**config.mk**
```make
export PLATFORM = sky130hd
export DESIGN_NAME = uart_tx_frame
export DESIGN_NICKNAME = d
export VERILOG_FILES = /design/src/rtl/uart_tx_frame.sv
export SDC_FILE = /design/constraint.sdc
export NUM_CORES = 1
export LEC_CHECK = 0
export ABC_CLOCK_PERIOD_IN_PS = 2060
export BUFFER_PORTS_ARGS = -buffer_cell sky130_fd_sc_hd__buf_2
export CAP_MARGIN = 20
export CORE_MARGIN = 2
export CORE_UTILIZATION = 30
export DETAILED_ROUTE_END_ITERATION = 7
export PLACE_DENSITY_LB_ADDON = 0.12
export SYNTH_ARGS = -nofsm -noshare
export SYNTH_HDL_FRONTEND = slang
export SYNTH_SLANG_ARGS = --single-unit
```
**constraint.sdc**
```tcl
create_clock -name CLOCK_50 -period 2.06 [get_ports CLOCK_50]
set_input_delay 0.206 -clock CLOCK_50 [delete_from_list [all_inputs] [get_ports CLOCK_50]]
set_output_delay 0.206 -clock CLOCK_50 [all_outputs]
set_load 0.01 [all_outputs]
```
**src/rtl/uart_tx_frame.sv**
```systemverilog
// rtl/uart_tx_frame.sv - parametrised UART frame transmitter with valid/ready input
//
// Serialises one word per frame: start bit, DATA_BITS data bits LSB first,
// optional parity bit, then STOP_BITS stop bits. A word offered during the
// final cycle of the last stop bit is accepted and starts the next frame with
// no idle bit in between.
//
// Ports:
//   CLOCK_50    in   system clock, rising edge
//   Reset       in   asynchronous active-high reset
//   Tx_Data     in   payload word, captured on handshake
//   Tx_Valid    in   upstream offers Tx_Data
//   Tx_Ready    out  word accepted on this cycle's edge if Tx_Valid
//   Serial_Data out  registered UART line, idle high
//   Busy        out  a frame is on the line
//   Frame_Done  out  pulse on the final cycle of the last stop bit

module uart_tx_frame #(
    parameter int CLK_HZ    = 50000000,
    parameter int BAUD      = 460800,
    parameter int DATA_BITS = 8,
    parameter int PARITY    = 0,
    parameter int STOP_BITS = 1
) (
    input  logic                 CLOCK_50,
    input  logic                 Reset,
    input  logic [DATA_BITS-1:0] Tx_Data,
    input  logic                 Tx_Valid,
    output logic                 Tx_Ready,
    output logic                 Serial_Data,
    output logic                 Busy,
    output logic                 Frame_Done
);

    localparam int BIT_TICKS = (CLK_HZ + BAUD / 2) / BAUD;
    localparam int TW        = (BIT_TICKS > 1) ? $clog2(BIT_TICKS) : 1;
    localparam int CW        = (DATA_BITS > 1) ? $clog2(DATA_BITS) : 1;

    localparam logic [TW-1:0] TICK_LAST = TW'(BIT_TICKS - 1);
    localparam logic [CW-1:0] BIT_LAST  = CW'(DATA_BITS - 1);
    localparam logic          STOP_LAST = (STOP_BITS == 2) ? 1'b1 : 1'b0;

    generate
        if (DATA_BITS < 5 || DATA_BITS > 9) begin : g_bad_data_bits
            $error("uart_tx_frame: DATA_BITS must be in 5..9");
        end
        if (PARITY < 0 || PARITY > 2) begin : g_bad_parity
            $error("uart_tx_frame: PARITY must be 0, 1 or 2");
        end
        if (STOP_BITS != 1 && STOP_BITS != 2) begin : g_bad_stop_bits
            $error("uart_tx_frame: STOP_BITS must be 1 or 2");
        end
        if (BIT_TICKS < 2) begin : g_bad_bit_ticks
            $error("uart_tx_frame: CLK_HZ/BAUD gives fewer than 2 ticks per bit");
        end
    endgenerate

    typedef enum logic [2:0] {
        S_IDLE,
        S_START,
        S_DATA,
        S_PARITY,
        S_STOP
    } state_t;

    state_t                 state_q,    state_d;
    logic [TW-1:0]          tick_q,     tick_d;
    logic [CW-1:0]          bit_cnt_q,  bit_cnt_d;
    logic [DATA_BITS-1:0]   shift_q,    shift_d;
    logic                   parity_q,   parity_d;
    logic                   stop_cnt_q, stop_cnt_d;
    logic                   serial_q,   serial_d;
    // Keeps Tx_Ready low until the first clock after Reset is released.
    logic                   ready_en_q, ready_en_d;

    logic tick_wrap;
    logic last_stop;
    logic xfer;
    logic parity_calc;

    assign tick_wrap   = (tick_q == TICK_LAST);
    assign last_stop   = (state_q == S_STOP) && (stop_cnt_q == STOP_LAST) && tick_wrap;
    assign Tx_Ready    = ((state_q == S_IDLE) && ready_en_q) || last_stop;
    assign xfer        = Tx_Valid && Tx_Ready;
    assign parity_calc = (PARITY == 1) ? ~^Tx_Data : ^Tx_Data;

    assign Serial_Data = serial_q;
    assign Busy        = (state_q != S_IDLE);
    assign Frame_Done  = last_stop;

    always_comb begin
        state_d    = state_q;
        tick_d     = tick_wrap ? '0 : tick_q + TW'(1);
        bit_cnt_d  = bit_cnt_q;
        shift_d    = shift_q;
        parity_d   = parity_q;
        stop_cnt_d = stop_cnt_q;
        serial_d   = serial_q;
        ready_en_d = 1'b1;

        case (state_q)
            S_IDLE: begin
                tick_d   = '0;
                serial_d = 1'b1;
                if (xfer) begin
                    state_d   = S_START;
                    shift_d   = Tx_Data;
                    parity_d  = parity_calc;
                    bit_cnt_d = '0;
                    serial_d  = 1'b0;
                end
            end

            S_START: begin
                if (tick_wrap) begin
                    state_d   = S_DATA;
                    bit_cnt_d = '0;
                    serial_d  = shift_q[0];
                end
            end

            S_DATA: begin
                if (tick_wrap) begin
                    if (bit_cnt_q == BIT_LAST) begin
                        if (PARITY != 0) begin
                            state_d  = S_PARITY;
                            serial_d = parity_q;
                        end else begin
                            state_d    = S_STOP;
                            stop_cnt_d = 1'b0;
                            serial_d   = 1'b1;
                        end
                    end else begin
                        bit_cnt_d = bit_cnt_q + CW'(1);
                        shift_d   = shift_q >> 1;
                        // Next bit is drawn before the shift lands so the line
                        // and the shift register stay aligned.
                        serial_d  = shift_q[1];
                    end
                end
            end

            S_PARITY: begin
                if (tick_wrap) begin
                    state_d    = S_STOP;
                    stop_cnt_d = 1'b0;
                    serial_d   = 1'b1;
                end
            end

            S_STOP: begin
                if (tick_wrap) begin
                    if (stop_cnt_q == STOP_LAST) begin
                        if (xfer) begin
                            // Back-to-back frame: restart the bit timer so
                            // phase does not carry over.
                            state_d   = S_START;
                            tick_d    = '0;
                            shift_d   = Tx_Data;
                            parity_d  = parity_calc;
                            bit_cnt_d = '0;
                            serial_d  = 1'b0;
                        end else begin
                            state_d  = S_IDLE;
                            serial_d = 1'b1;
                        end
                    end else begin
                        stop_cnt_d = 1'b1;
                    end
                end
            end

            default: begin
                state_d  = S_IDLE;
                tick_d   = '0;
                serial_d = 1'b1;
            end
        endcase
    end

    always_ff @(posedge CLOCK_50 or posedge Reset) begin
        if (Reset) begin
            state_q    <= S_IDLE;
            tick_q     <= '0;
            bit_cnt_q  <= '0;
            shift_q    <= '0;
            parity_q   <= 1'b0;
            stop_cnt_q <= 1'b0;
            serial_q   <= 1'b1;
            ready_en_q <= 1'b0;
        end else begin
            state_q    <= state_d;
            tick_q     <= tick_d;
            bit_cnt_q  <= bit_cnt_d;
            shift_q    <= shift_d;
            parity_q   <= parity_d;
            stop_cnt_q <= stop_cnt_d;
            serial_q   <= serial_d;
            ready_en_q <= ready_en_d;
        end
    end

endmodule

```
==> impl_metrics.py <==
metrics = {
    "die": {
        "die_width_um": 70.1,
        "initial_utilization_pct": 30.5,
        "coreArea_mm2": 0.00429,
        "rows": 24,
        "die_area_mm2": 0.00492,
        "dieHeight_um": 70.1,
        "design.portCount": 15,
    },
    "synth": {
        "synthArstFlopShare_pct": 100,
        "ys_warn_count": 0,
        "synth-edff-count": 0,
        "synth_top_area_share_pct": 42.0,
        "yosys_most_used_dff": "dfrtp_1",
        "syn_inst": 135,
        "ys_types": 40,
        "synth_top_cell_by_area": "dfrtp_1",
        "postSynthAreaPerCell_um2": 9.71,
        "ys_ff_latch": 23,
        "yosys-top-cells-area": "dfrtp_1 42%, nor2_1 6.3%, o22a_1 4.7%",
        "netlist_area_mm2": 0.00131,
        "ys_seq_area_share_pct": 44.0,
        "syn_nets": 150,
    },
    "clock_network": {
        "path_clk_slew_ps": 90,
        "clock_sinks": 23,
        "clock-root-buffer": "clkbuf_8",
        "clk_latency_ps": 260,
        "cts-buffers-inserted": 3,
        "cts_resized": 0,
        "cts_tree": "yes",
        "clockBufferDepth": 2,
        "htreeDepth": 1,
    },
    "sta": {
        "drv_slew": 0,
        "fin_skew_ps": 5.37,
        "timing.final.crit_share_pct": 93.9,
        "finalHoldViolations": 0,
        "fmaxAchievable_ghz": 0.517,
        "finalSetupViolations": 0,
        "setup-tns-final_ps": 0,
        "fin_crit_ps": 1940,
        "fin_ws_ps": 125,
        "rsz0062_at_grt": "false",
    },
    "worst_setup_path": {
        "slowest_stage": "dfrtp_1",
        "arrival_ps": 2090,
        "critical_path.cell_chain": "ha_1 > ha_1 > or2_1 > a2111oi_2 > o22ai_1 > mux2_4",
        "reg2regPathDepth": 6,
        "slowest_delay_ps": 410,
        "cpLargestDelayFamily": "compound AO/OA/AOI/OAI gates",
        "cp_common_cell": "ha_1",
        "worstPathRequired_ps": 2220,
        "crit_type": "reg -> reg",
        "path_depth": 6,
        "crit_buf_inv": 0,
        "cp-start-kind": "flop",
        "worst-path-max-fanout": 3,
        "end_kind": "flop",
    },
    "power": {
        "ir_drop_v": 0.000315,
        "combPwrFrac_pct": 4.2,
        "switching_share_pct": 22.0,
        "p_int_mw": 0.603,
        "switching_power_mw": 0.170,
        "p_seq_share_pct": 58.6,
        "p_leak_nw": 0.705,
        "finalPower_mw": 0.773,
        "power_frac_clock_pct": 37.2,
        "powerDensity_mw_per_mm2": 503,
    },
    "cells_and_area": {
        "ff_latch_area_um2": 577,
        "multi_input_area_um2": 673,
        "fin_nets": 173,
        "drive_gt1_share_pct": 26.1,
        "synthToLayoutAreaGrowth_pct": 17.3,
        "post-route-util_pct": 35.8,
        "fillCellCount": 459,
        "antenna_cells": 0,
    },
    "placement": {
        "portBuffers": 14,
        "gp_congestion": 0.747,
        "dp_slack_ps": 123,
        "hpwl_um": 2030,
    },
    "route": {
        "avgRoutedWirePerCell_um": 14.2,
        "dr.pass1.iters": 4,
        "drc": 0,
        "via_count": 1080,
        "drt_iter0_drc": 79,
        "vias_per_cell": 5.17,
        "wirelength_um": 2970,
        "drt.antenna.violating_nets": 0,
    },
    "global_routing": {
        "overflow": 0,
        "grt_usage_pct": 12.7,
        "grt_pass1_wl_um": 5060,
        "grt_max_degree": 24,
        "antenna_found_initial": 0,
        "grt_pass1_vias": 1046,
    },
    "hold_path": {
        "min_path_cells": 3,
        "timing.hold.worst.class": "in -> reg",
    },
    "job": {
        "maxCapViolCount": 0,
    },
    "run_status": {
        "status": "complete, no violations",
    },
}
[worst paths after layout]
path,slack [ps],start,to
setup / recovery,120,bit_cnt_q[0],bit_cnt_q[0]
hold / removal,180,Tx_Data[7],shift_q[7]
max in group asynchronous,1260,Reset,Serial_Data
min in group asynchronous,510,Reset,tick_q[3]
setup reg to reg,120,bit_cnt_q[0],bit_cnt_q[0]
hold reg to reg,500,tick_q[0],tick_q[0]
[cells in the final DEF (no fill, tap or decap), types with 2 or more instances in the layout]
cell	netlist	final
o22a_1	7	7
o21ai_0	3	3
buf_2	4	14
inv_1	6	6
xor2_1	2	2
xnor2_1	3	3
or2_2	3	3
buf_4	0	10
ha_1	4	4
or3_1	2	2
nor4_1	2	2
nor2_1	22	22
nor3b_1	7	7
dfrtp_1	22	22
a21oi_1	10	10
clkbuf_8	0	3
nand3_1	4	4
or2_1	2	2
a22o_2	2	2
nand2_1	3	3
o22ai_1	3	3
nor3_1	2	2
and3_1	2	2
[area by class of cell]
class	instances	share of cell area, %
sequential	23	37.5
inverter	6	1.46
tap	52	4.23
timing repair buffer	25	10.1
multi-input combinational	99	43.8
clock buffer	4	2.93
[per-layer routing]
metal  GRT usage (%)  routed length (um)
met1            18.5                1460
met5               0                   0
met4            1.92                  20
met3            3.32                 121
met2            19.6                1360
[repair_timing]
| item | 4_1_cts | 5_1_grt |
|---|---|---|
| setup buffers | 0 | 5 |
| endpoints found under the hold margin | 22 | 0 |
| hold buffers | 1 | 0 |
| endpoints found under the setup margin | 0 | 2 |
[tightest hold or removal path, cell delays in order]
cell and delay, ps:
buf_2 100, nand2_1 50, o22ai_1 60
[power by group through the flow]
stage,Sequential [mW],Combinational (mW),Clock [mW]
after floorplan,0.462,0.0154,0
after global placement,0.462,0.0317,0
after CTS,0.453,0.0343,0.293
after detailed placement,0.462,0.0326,0
after global routing,0.453,0.0382,0.312
final,0.453,0.0328,0.287
[cells in the mapped netlist (all sizes together), types with 2 or more instances]
cell type and count:
nor3 2, xnor2 3, nor3b 7, or3 2, xor2 2, ha 4
nand2 3, buf 5, o21ai 3, nand3 4, nor4 2, a22o 2
o31ai 2, o22a 8, or2 5, clkbuf 2, and3 2, dfrtp 22
a21oi 10, o22ai 4, inv 6, nor2 22
[through the flow]
stage	cell area (um2)	std cells	hold WS, ps
global placement	1450	199	264
CTS	1500	204	175
global route	1540	209	192
floorplan	1310	135	207
detailed placement	1450	199	272
finish	1540	209	183
[kinds of logic (layout without fill, tap and decap cells)]
logic type | after synthesis | after routing | share of synthesized area [%]
and+or+nand+nor | 53 | 53 | 22.4
adders and majority gates | 4 | 4 | 3.82
muxes | 1 | 1 | 1.14
other | 1 | 1 | 0.286
DFF | 23 | 23 | 44.0
xor gates and xnor gates | 5 | 5 | 3.34
AOI/OAI and AO/OA | 35 | 35 | 20.3
buffers and inverters | 13 | 35 | 4.68
[state kept, by name, indices dropped and copies added (netlist names)]
signal and flops:
bit_cnt_q 3, state_q 3, Serial_Data 1, shift_q 8, tick_q 7, ready_en_q 1
No activity file was read; power rests on OpenSTA's default activity.
